File: config.mk
export PLATFORM = sky130hd
export DESIGN_NAME = muxn_pipe
export DESIGN_NICKNAME = d
export VERILOG_FILES = /design/src/rtl/muxn_pipe.sv
export SDC_FILE = /design/constraint.sdc
export NUM_CORES = 1
export LEC_CHECK = 0
export ABC_CLOCK_PERIOD_IN_PS = 7500
export CORE_UTILIZATION = 25
export DETAILED_ROUTE_END_ITERATION = 7
export PLACE_DENSITY = 0.54
export SYNTH_ARGS = -nofsm -noshare
export SYNTH_HDL_FRONTEND = slang
export SYNTH_SLANG_ARGS = --single-unit
File: constraint.sdc
create_clock -name clk -period 7.5 [get_ports clk]
set_input_delay 1.5 -clock clk [delete_from_list [all_inputs] [get_ports clk]]
set_output_delay 1.5 -clock clk [all_outputs]
set_load 0.01 [all_outputs]
File: src/rtl/muxn_pipe.sv
`default_nettype none
// ============================================================================
// Module   : muxn_pipe
// Brief    : N-input WIDTH-bit selector with per-channel valid/ready and a
//            2-entry registered output buffer. Only the channel named by sel_i
//            is drained. in_ready_o depends on sel_i and the registered
//            occupancy only, so there is no combinational path from
//            out_ready_i to any in_ready_o.
// Options  : define MUXN_PIPE_TAG_EN to add out_chan_o. This output carries the
//            index of the channel that each buffered beat was accepted from.
// Revision : 1.0  initial release
// ============================================================================
module muxn_pipe #(
    parameter int WIDTH = 32,
    parameter int N     = 4,
    parameter int SELW  = $clog2(N)
) (
    input  logic                 clk,
    input  logic                 rst_n,
    input  logic [N*WIDTH-1:0]   in_data_i,
    input  logic [N-1:0]         in_valid_i,
    output logic [N-1:0]         in_ready_o,
    input  logic [SELW-1:0]      sel_i,
    output logic                 sel_err_o,
`ifdef MUXN_PIPE_TAG_EN
    output logic [SELW-1:0]      out_chan_o,
`endif
    output logic [WIDTH-1:0]     out_data_o,
    output logic                 out_valid_o,
    input  logic                 out_ready_i
);

    // Buffer occupancy: 0, 1 or 2 beats
    logic [1:0]       count_q, count_d;
    // head_q is the oldest beat and drives out_data_o directly
    logic [WIDTH-1:0] head_q, head_d;
    logic [WIDTH-1:0] tail_q, tail_d;
`ifdef MUXN_PIPE_TAG_EN
    logic [SELW-1:0]  head_tag_q, head_tag_d;
    logic [SELW-1:0]  tail_tag_q, tail_tag_d;
`endif

    logic [WIDTH-1:0] w_sel_data;
    logic             w_space;
    logic             w_push;
    logic             w_pop;

    assign w_space     = (count_q != 2'd2);
    assign sel_err_o   = (int'(sel_i) >= N);
    assign out_valid_o = (count_q != 2'd0);
    assign out_data_o  = head_q;
`ifdef MUXN_PIPE_TAG_EN
    assign out_chan_o  = head_tag_q;
`endif

    // Ready goes only to the selected channel, and only while there is room.
    // An out-of-range select matches no channel.
    always_comb begin
        in_ready_o = '0;
        for (int i = 0; i < N; i++) begin
            in_ready_o[i] = (int'(sel_i) == i) && w_space && rst_n;
        end
    end

    // Data mux for the selected channel. Unselected data is never used.
    always_comb begin
        w_sel_data = '0;
        for (int i = 0; i < N; i++) begin
            if (int'(sel_i) == i) begin
                w_sel_data = in_data_i[i*WIDTH +: WIDTH];
            end
        end
    end

    // At most one channel can be ready, so this OR is a single handshake
    assign w_push = |(in_valid_i & in_ready_o);
    assign w_pop  = out_valid_o && out_ready_i;

    // Next-state logic for the buffer. Push and pop together only happen at
    // count 1, because at count 0 there is nothing to pop and at count 2
    // nothing can be pushed. In that case the new beat replaces the head.
    always_comb begin
        count_d    = count_q;
        head_d     = head_q;
        tail_d     = tail_q;
`ifdef MUXN_PIPE_TAG_EN
        head_tag_d = head_tag_q;
        tail_tag_d = tail_tag_q;
`endif
        case ({w_push, w_pop})
            2'b10: begin
                if (count_q == 2'd0) begin
                    head_d     = w_sel_data;
`ifdef MUXN_PIPE_TAG_EN
                    head_tag_d = sel_i;
`endif
                end else begin
                    tail_d     = w_sel_data;
`ifdef MUXN_PIPE_TAG_EN
                    tail_tag_d = sel_i;
`endif
                end
                count_d = count_q + 2'd1;
            end
            2'b01: begin
                // Promote the tail. If the buffer is emptied, head is stale
                // but hidden by out_valid_o.
                head_d     = tail_q;
`ifdef MUXN_PIPE_TAG_EN
                head_tag_d = tail_tag_q;
`endif
                count_d    = count_q - 2'd1;
            end
            2'b11: begin
                head_d     = w_sel_data;
`ifdef MUXN_PIPE_TAG_EN
                head_tag_d = sel_i;
`endif
            end
            default: begin
            end
        endcase
    end

    // Buffer registers. Reset discards any buffered beats.
    always_ff @(posedge clk) begin
        if (!rst_n) begin
            count_q    <= 2'd0;
            head_q     <= '0;
            tail_q     <= '0;
`ifdef MUXN_PIPE_TAG_EN
            head_tag_q <= '0;
            tail_tag_q <= '0;
`endif
        end else begin
            count_q    <= count_d;
            head_q     <= head_d;
            tail_q     <= tail_d;
`ifdef MUXN_PIPE_TAG_EN
            head_tag_q <= head_tag_d;
            tail_tag_q <= tail_tag_d;
`endif
        end
    end

endmodule
`default_nettype wire

==> qor.txt, run 1 <==
outcome = finished, final reports clean
diode count = 0
clock sinks = 66
DIE WIDTH = 121 µm
layout cells sized above 1 = 19.1%
post-cts resize count = 0
Final min period = 4.64 ns
Total Routing Usage GR = 15.0%
Tcrit/Tclk final = 61.8%
syn nets = 456
CTS max path bufs = 2
Post-CTS Setup Repair Bufs = 0
first-pass GRT wire length = 17.0 mm
RD Place Congestion = 0.660
WHS Endpoint = tail_q[14]
# fillers = 1345
Post-DP HPWL = 7.43 mm
Hold Vio Cnt, Final = 0
CP required = 6.00 ns
Fmax = 216 MHz
Vias/cell = 4.80
GR peak layer = met2
vias in the first global route = 3425
VDD IR max = 0.123 mV
TritonCTS clock tree = done
async set-or-reset flop fraction in the synthesized netlist = 0%
synthesized flop and latch total = 66
post-place instance area = 5350 µm²
# hold bufs at CTS = 0
NumNets Final = 611
commonest non-fill, non-tap cell in the layout = clkdlybuf4s50_1
Syn Std Cell Area = 3570 µm²
register area share after synthesis = 37.0%
max cap viols = 0
total wire length = 10.7 mm
Pins Over Slew Limit = 0
DR pass1 iterations = 4
I/O pin cnt = 175
area share of the largest cell type after synthesis = 37.0%
Hold WC Path Type = reg2reg
Hold Path Depth = 2
power density over the cells = 282 nW/µm²
met1 usage = 17.7%
Yosys cell types = 30
Synth area leaders = dfxtp_1, mux4_2, mux2_2, o221a_1, nand2_1
design area = 5670 µm²
Num CTS Buffers = 9
Buffers on Ports = 173
met3 usage = 3.99%
largest net degree at the start of global routing = 38
syn_area_per_cell = 11.3 µm²
Synth area leader = dfxtp_1
initial drt markers = 124
Post-Synthesis Cells = 317
reg2reg path depth = 7
H-tree depth = 3
die area = 14800 µm²
ANT nets after route = 0
skew final = 0.00481 ns
Worst Setup End Kind = output pin
Die Y = 121 µm
CP Max Fanout = 37
routing usage on met2 = 26.5%
CP arrival = 3.14 ns
via count = 3152
worst hold start = tail_q[14]
CP Class = in2out
initial antenna violation count = 0
reg2reg end = out_data_o[10]
clk_lat worst skew = 0.32 ns
wire length per cell = 16.3 µm
yosys warns = 0
core footprint = 13900 µm²
Initial Utilization = 25.7%
worst r2r src = count_q[0]
Tightest Pin Transition = 1.06 ns
Slew HR = 29.2%
Area Growth Syn to Fin = 58.8%
ys flop type = dfxtp_1
commonest non-fill, non-tap cells in the layout = clkdlybuf4s50_1, nand2_1, dfxtp_1
number of flops mapped to enable cells by yosys = 0
# rows = 43
clock input transition at the sequential cells of the worst setup and hold paths = 0.05 ns
total grt overflow = 0
Setup TNS = 0 ns
FF-to-FF setup slack = 4.95 ns
leakage = 1.95 nW
RSZ-0062 raised after global routing = false
root buf cell = clkbuf_16
CP Launch Type = input pin
setup violators final = 0
Remaining DRCs = 0
[cells in the mapped netlist, types with 2 or more instances]
| cell | count |
|---|---|
| a21oi_1 | 33 |
| inv_1 | 3 |
| mux4_2 | 33 |
| ha_1 | 2 |
| mux2_2 | 32 |
| buf_6 | 10 |
| clkbuf_1 | 16 |
| nor3b_1 | 2 |
| nand2_1 | 66 |
| dfxtp_1 | 66 |
| o221a_1 | 31 |
| nor2_1 | 2 |
| buf_1 | 4 |
[stage by stage]
step           total power, mW  hold slack, ns  setup slack (ns)  utilization [%]  std cells
3_3_place_gp              1.15           0.434              2.88             38.5        641
4_1_cts                   1.62           0.451              2.87             40.8        657
5_1_grt                   1.69           0.474              2.76             40.8        657
3_5_place_dp              1.16           0.443              2.88             38.5        641
6_report                  1.60           0.449              2.86             40.8        657
2_1_floorplan            0.885           0.428              3.65                -        317
[cells by family (layout without fill, tap and decap cells)]
| kind of cell | after synthesis | in the layout | share of synthesized area (%) |
|---|---|---|---|
| other cells | 1 | 1 | 0.105 |
| compound gates | 70 | 70 | 16.2 |
| mux | 65 | 65 | 30.9 |
| buf+inv | 36 | 196 | 6.03 |
| simple gates | 75 | 75 | 8.45 |
| fa+ha+maj | 2 | 2 | 0.701 |
| flops | 66 | 66 | 37.0 |
| xor+xnor | 2 | 2 | 0.491 |
[routing by layer]
| metal | vias up | part of all wire, % |
|---|---|---|
| li1 | 1510 | - |
| met1 | 1523 | 42 |
| met2 | 109 | 50 |
| met3 | 10 | 7.0 |
| met4 | 0 | 0.91 |
| met5 | - | 0 |
[critical path, cell delays in order]
cell and delay [ns]:
buf_2 0.61, nand2_1 0.20, nor3b_1 0.25, clkdlybuf4s50_1 0.57
[state kept, by name, summed over array words and instances, names as in the netlist]
name / flops
count_q: 2
tail_q: 32
out_data_o: 32
[worst max path at each step]
| stage | from | cells past startpoint | end | slack [ns] |
|---|---|---|---|---|
| 2_1_floorplan | sel_i[1] | 3 | in_ready_o[2] | 3.65 |
| 3_3_place_gp | rst_n | 4 | in_ready_o[2] | 2.88 |
| 3_5_place_dp | rst_n | 4 | in_ready_o[2] | 2.88 |
| 4_1_cts | rst_n | 4 | in_ready_o[2] | 2.87 |
| 5_1_grt | rst_n | 4 | in_ready_o[1] | 2.76 |
| 6_report | rst_n | 4 | in_ready_o[2] | 2.86 |
[power by group]
part | switching [mW] | internal [mW]
sequential | 0.0574 | 0.447
combinational | 0.286 | 0.358
clock | 0.151 | 0.299
[final cells by class]
| class | instances | area [µm²] | share of cell area (%) |
|---|---|---|---|
| repair buffers | 176 | 1740 | 30.7 |
| clock inverters | 5 | 77.6 | 1.37 |
| well taps | 180 | 225 | 3.98 |
| flip-flops and latches | 66 | 1320 | 23.3 |
| multi-input cells | 215 | 2040 | 36.1 |
| inverters | 4 | 15.0 | 0.265 |
| clock buffers | 11 | 243 | 4.28 |
Note: power is estimated with default switching activity, not from simulation.
==> run 2, diff against run 1 <==
- ABC_CLOCK_PERIOD_IN_PS: 7500 -> 4100
- PLACE_DENSITY: 0.54 -> 0.56
- clock period: 7.5 -> 4.1 ns (I/O delays scaled with it)
==> run 2 against run 1 <==
Net effect: worst setup slack worse by 1.9 ns; combinational power is 85% higher; hold slack improved by 0.0010 ns; clock skew increased by 0.0027 ns; largest cell class unchanged; largest power group unchanged.
==> qor.txt, run 2 (synthesized netlist as in run 1, its figures left out) <==
CP Launch Type = input pin
commonest non-fill, non-tap cell in the layout = clkdlybuf4s50_1
layout cells sized above 1 = 19.7% (+0.63 points)
Slew HR = 31.9% (+2.7 points)
I/O pin cnt = 175 (unchanged)
DIE WIDTH = 121 µm (unchanged)
Post-CTS Setup Repair Bufs = 0 (unchanged)
CP Max Fanout = 18 (-51%)
DR pass1 iterations = 4 (unchanged)
initial drt markers = 158 (+27%)
DP Worst Slack = 0.746 ns (-2.13 ns)
max cap viols = 0 (unchanged)
RSZ-0062 raised after global routing = false
CP Class = in2out
worst hold start = tail_q[16]
worst hold slack = 0.450 ns (+0.00102 ns)
largest net degree at the start of global routing = 33 (-13%)
internal power = 2.02 mW (+83%)
Tightest Pin Transition = 1.02 ns (-0.0339 ns)
clock sinks = 66 (unchanged)
total wire length = 10.8 mm (+1.1%)
CTS max path bufs = 2 (unchanged)
ANT nets after route = 0 (unchanged)
Tcrit/Tclk final = 76.0%
initial antenna violation count = 0 (unchanged)
RD Place Congestion = 0.689 (+4.4%)
Hold WC Path Type = reg2reg
Initial Utilization = 25.7% (unchanged)
VDD IR max = 0.230 mV (+87%)
FF-to-FF setup slack = 1.67 ns (-3.28 ns)
Power Total = 2.93 mW (+83%)
reg2reg path depth = 8 (+1)
die area = 14800 µm² (unchanged)
area occupied by multi-input gates = 2040 µm² (unchanged)
# rows = 43 (unchanged)
Fmax = 321 MHz
clock input transition at the sequential cells of the worst setup and hold paths = 0.05 ns (about the same)
post-cts resize count = 0 (unchanged)
Worst Setup End Kind = output pin
WHS Endpoint = tail_q[16]
Setup WS post-layout = 0.983 ns (-1.88 ns)
power density over the cells = 513 nW/µm² (+82%)
wire length per cell = 16.4 µm (+0.36%)
CP arrival = 2.30 ns (-0.84 ns)
NumNets Final = 616 (+0.82%)
Combinational Power Share = 40.8% (+0.5 points)
Die Y = 121 µm (unchanged)
Hold Path Depth = 2 (unchanged)
P_sw = 0.909 mW (+84%)
Final min period = 3.12 ns
Num CTS Buffers = 9 (unchanged)
skew final = 0.00746 ns (+0.00266 ns)
vias in the first global route = 3315 (-3.2%)
Setup TNS = 0 ns (unchanged)
first-pass GRT wire length = 17.0 mm (-0.37%)
Post-DP HPWL = 7.86 mm (+5.8%)
register area = 1320 µm² (unchanged)
TritonCTS clock tree = done
Hold Vio Cnt, Final = 0 (unchanged)
diode count = 0 (unchanged)
H-tree depth = 3 (unchanged)
Total Routing Usage GR = 15.0% (-0.044 points)
via count = 3163 (+0.35%)
CP required = 3.28 ns (-2.72 ns)
reg2reg end = out_data_o[29]
clk_lat worst skew = 0.32 ns (about the same)
commonest non-fill, non-tap cells in the layout = clkdlybuf4s50_1, nand2_1, dfxtp_1
Remaining DRCs = 0 (unchanged)
share of power burned in registers = 31.6% (about the same)
setup violators final = 0 (unchanged)
Buffers on Ports = 173 (unchanged)
leakage = 1.98 nW (+1.3%)
# fillers = 1352 (+0.52%)
# hold bufs at CTS = 0 (unchanged)
core footprint = 13900 µm² (unchanged)
Pins Over Slew Limit = 0 (unchanged)
total grt overflow = 0 (unchanged)
worst r2r src = count_q[0]
root buf cell = clkbuf_16
Vias/cell = 4.78 (-0.41%)
power share of the clock group = 27.6% (-0.6 points)
outcome = finished, final reports clean
switch share = 31.1% (+0.12 points)
Area Growth Syn to Fin = 60.0%
==> run 2: cell types whose count changed in the layout (fill, tap and decap cells not counted) <==
cell	delta
buf_12	+1
clkbuf_1	+1
clkinvlp_4	-1
clkinv_4	+1
buf_4	+4
clkbuf_8	-1
==> run 2: metrics by stage <==
step                instance area, µm²  cells  util [%]
detailed placement                5400    646      38.9
finish                            5710    662      41.1
global route                      5710    662      41.1
global placement                  5400    646      38.9
floorplan                         3570    317         -
CTS                               5710    662      41.1
==> run 2: how the worst max path moves through the flow <==
stage	from	endpoint	slack (ns)	cells past startpoint
4_1_cts	sel_i[1]	in_ready_o[2]	0.94	4
6_report	sel_i[1]	in_ready_o[3]	0.98	4
2_1_floorplan	sel_i[0]	out_data_o[0]	1.04	8
3_5_place_dp	in_valid_i[3]	out_data_o[5]	0.75	7
3_3_place_gp	in_valid_i[3]	out_data_o[29]	0.80	7
5_1_grt	sel_i[1]	in_ready_o[3]	0.87	4
==> run 2: cell type report <==
type                            instances  share of cell area [%]
Clock buffer                           11                    4.08
Multi-Input combinational cell        215                    35.8
Sequential cell                        66                    23.2
Tap cell                              180                    3.95
Timing Repair Buffer                  181                    31.4
Clock inverter                          5                    1.38
Inverter                                4                   0.263
==> run 2: metal layers <==
metal / track usage [%] / vias to the layer above / part of all wire (%)
met4: 3.47 / 0 / 0.42
met5: 0 / - / 0
met2: 26.1 / 119 / 50
met1: 18.1 / 1520 / 43
li1: - / 1520 / -
met3: 3.95 / 4 / 7.0
==> run 2: critical path, cell delays in order <==
cell and delay (ns):
buf_2 0.38, buf_4 0.31, and4_1 0.21, clkdlybuf4s50_1 0.57
==> run 2: power by group through the flow <==
stage	sequential, mW	combinational (mW)	clock, mW
6_report	0.924	1.19	0.807
5_1_grt	0.948	1.28	0.854
4_1_cts	0.925	1.21	0.827
3_5_place_dp	0.935	1.21	0
3_3_place_gp	0.931	1.18	0
2_1_floorplan	0.975	0.643	0
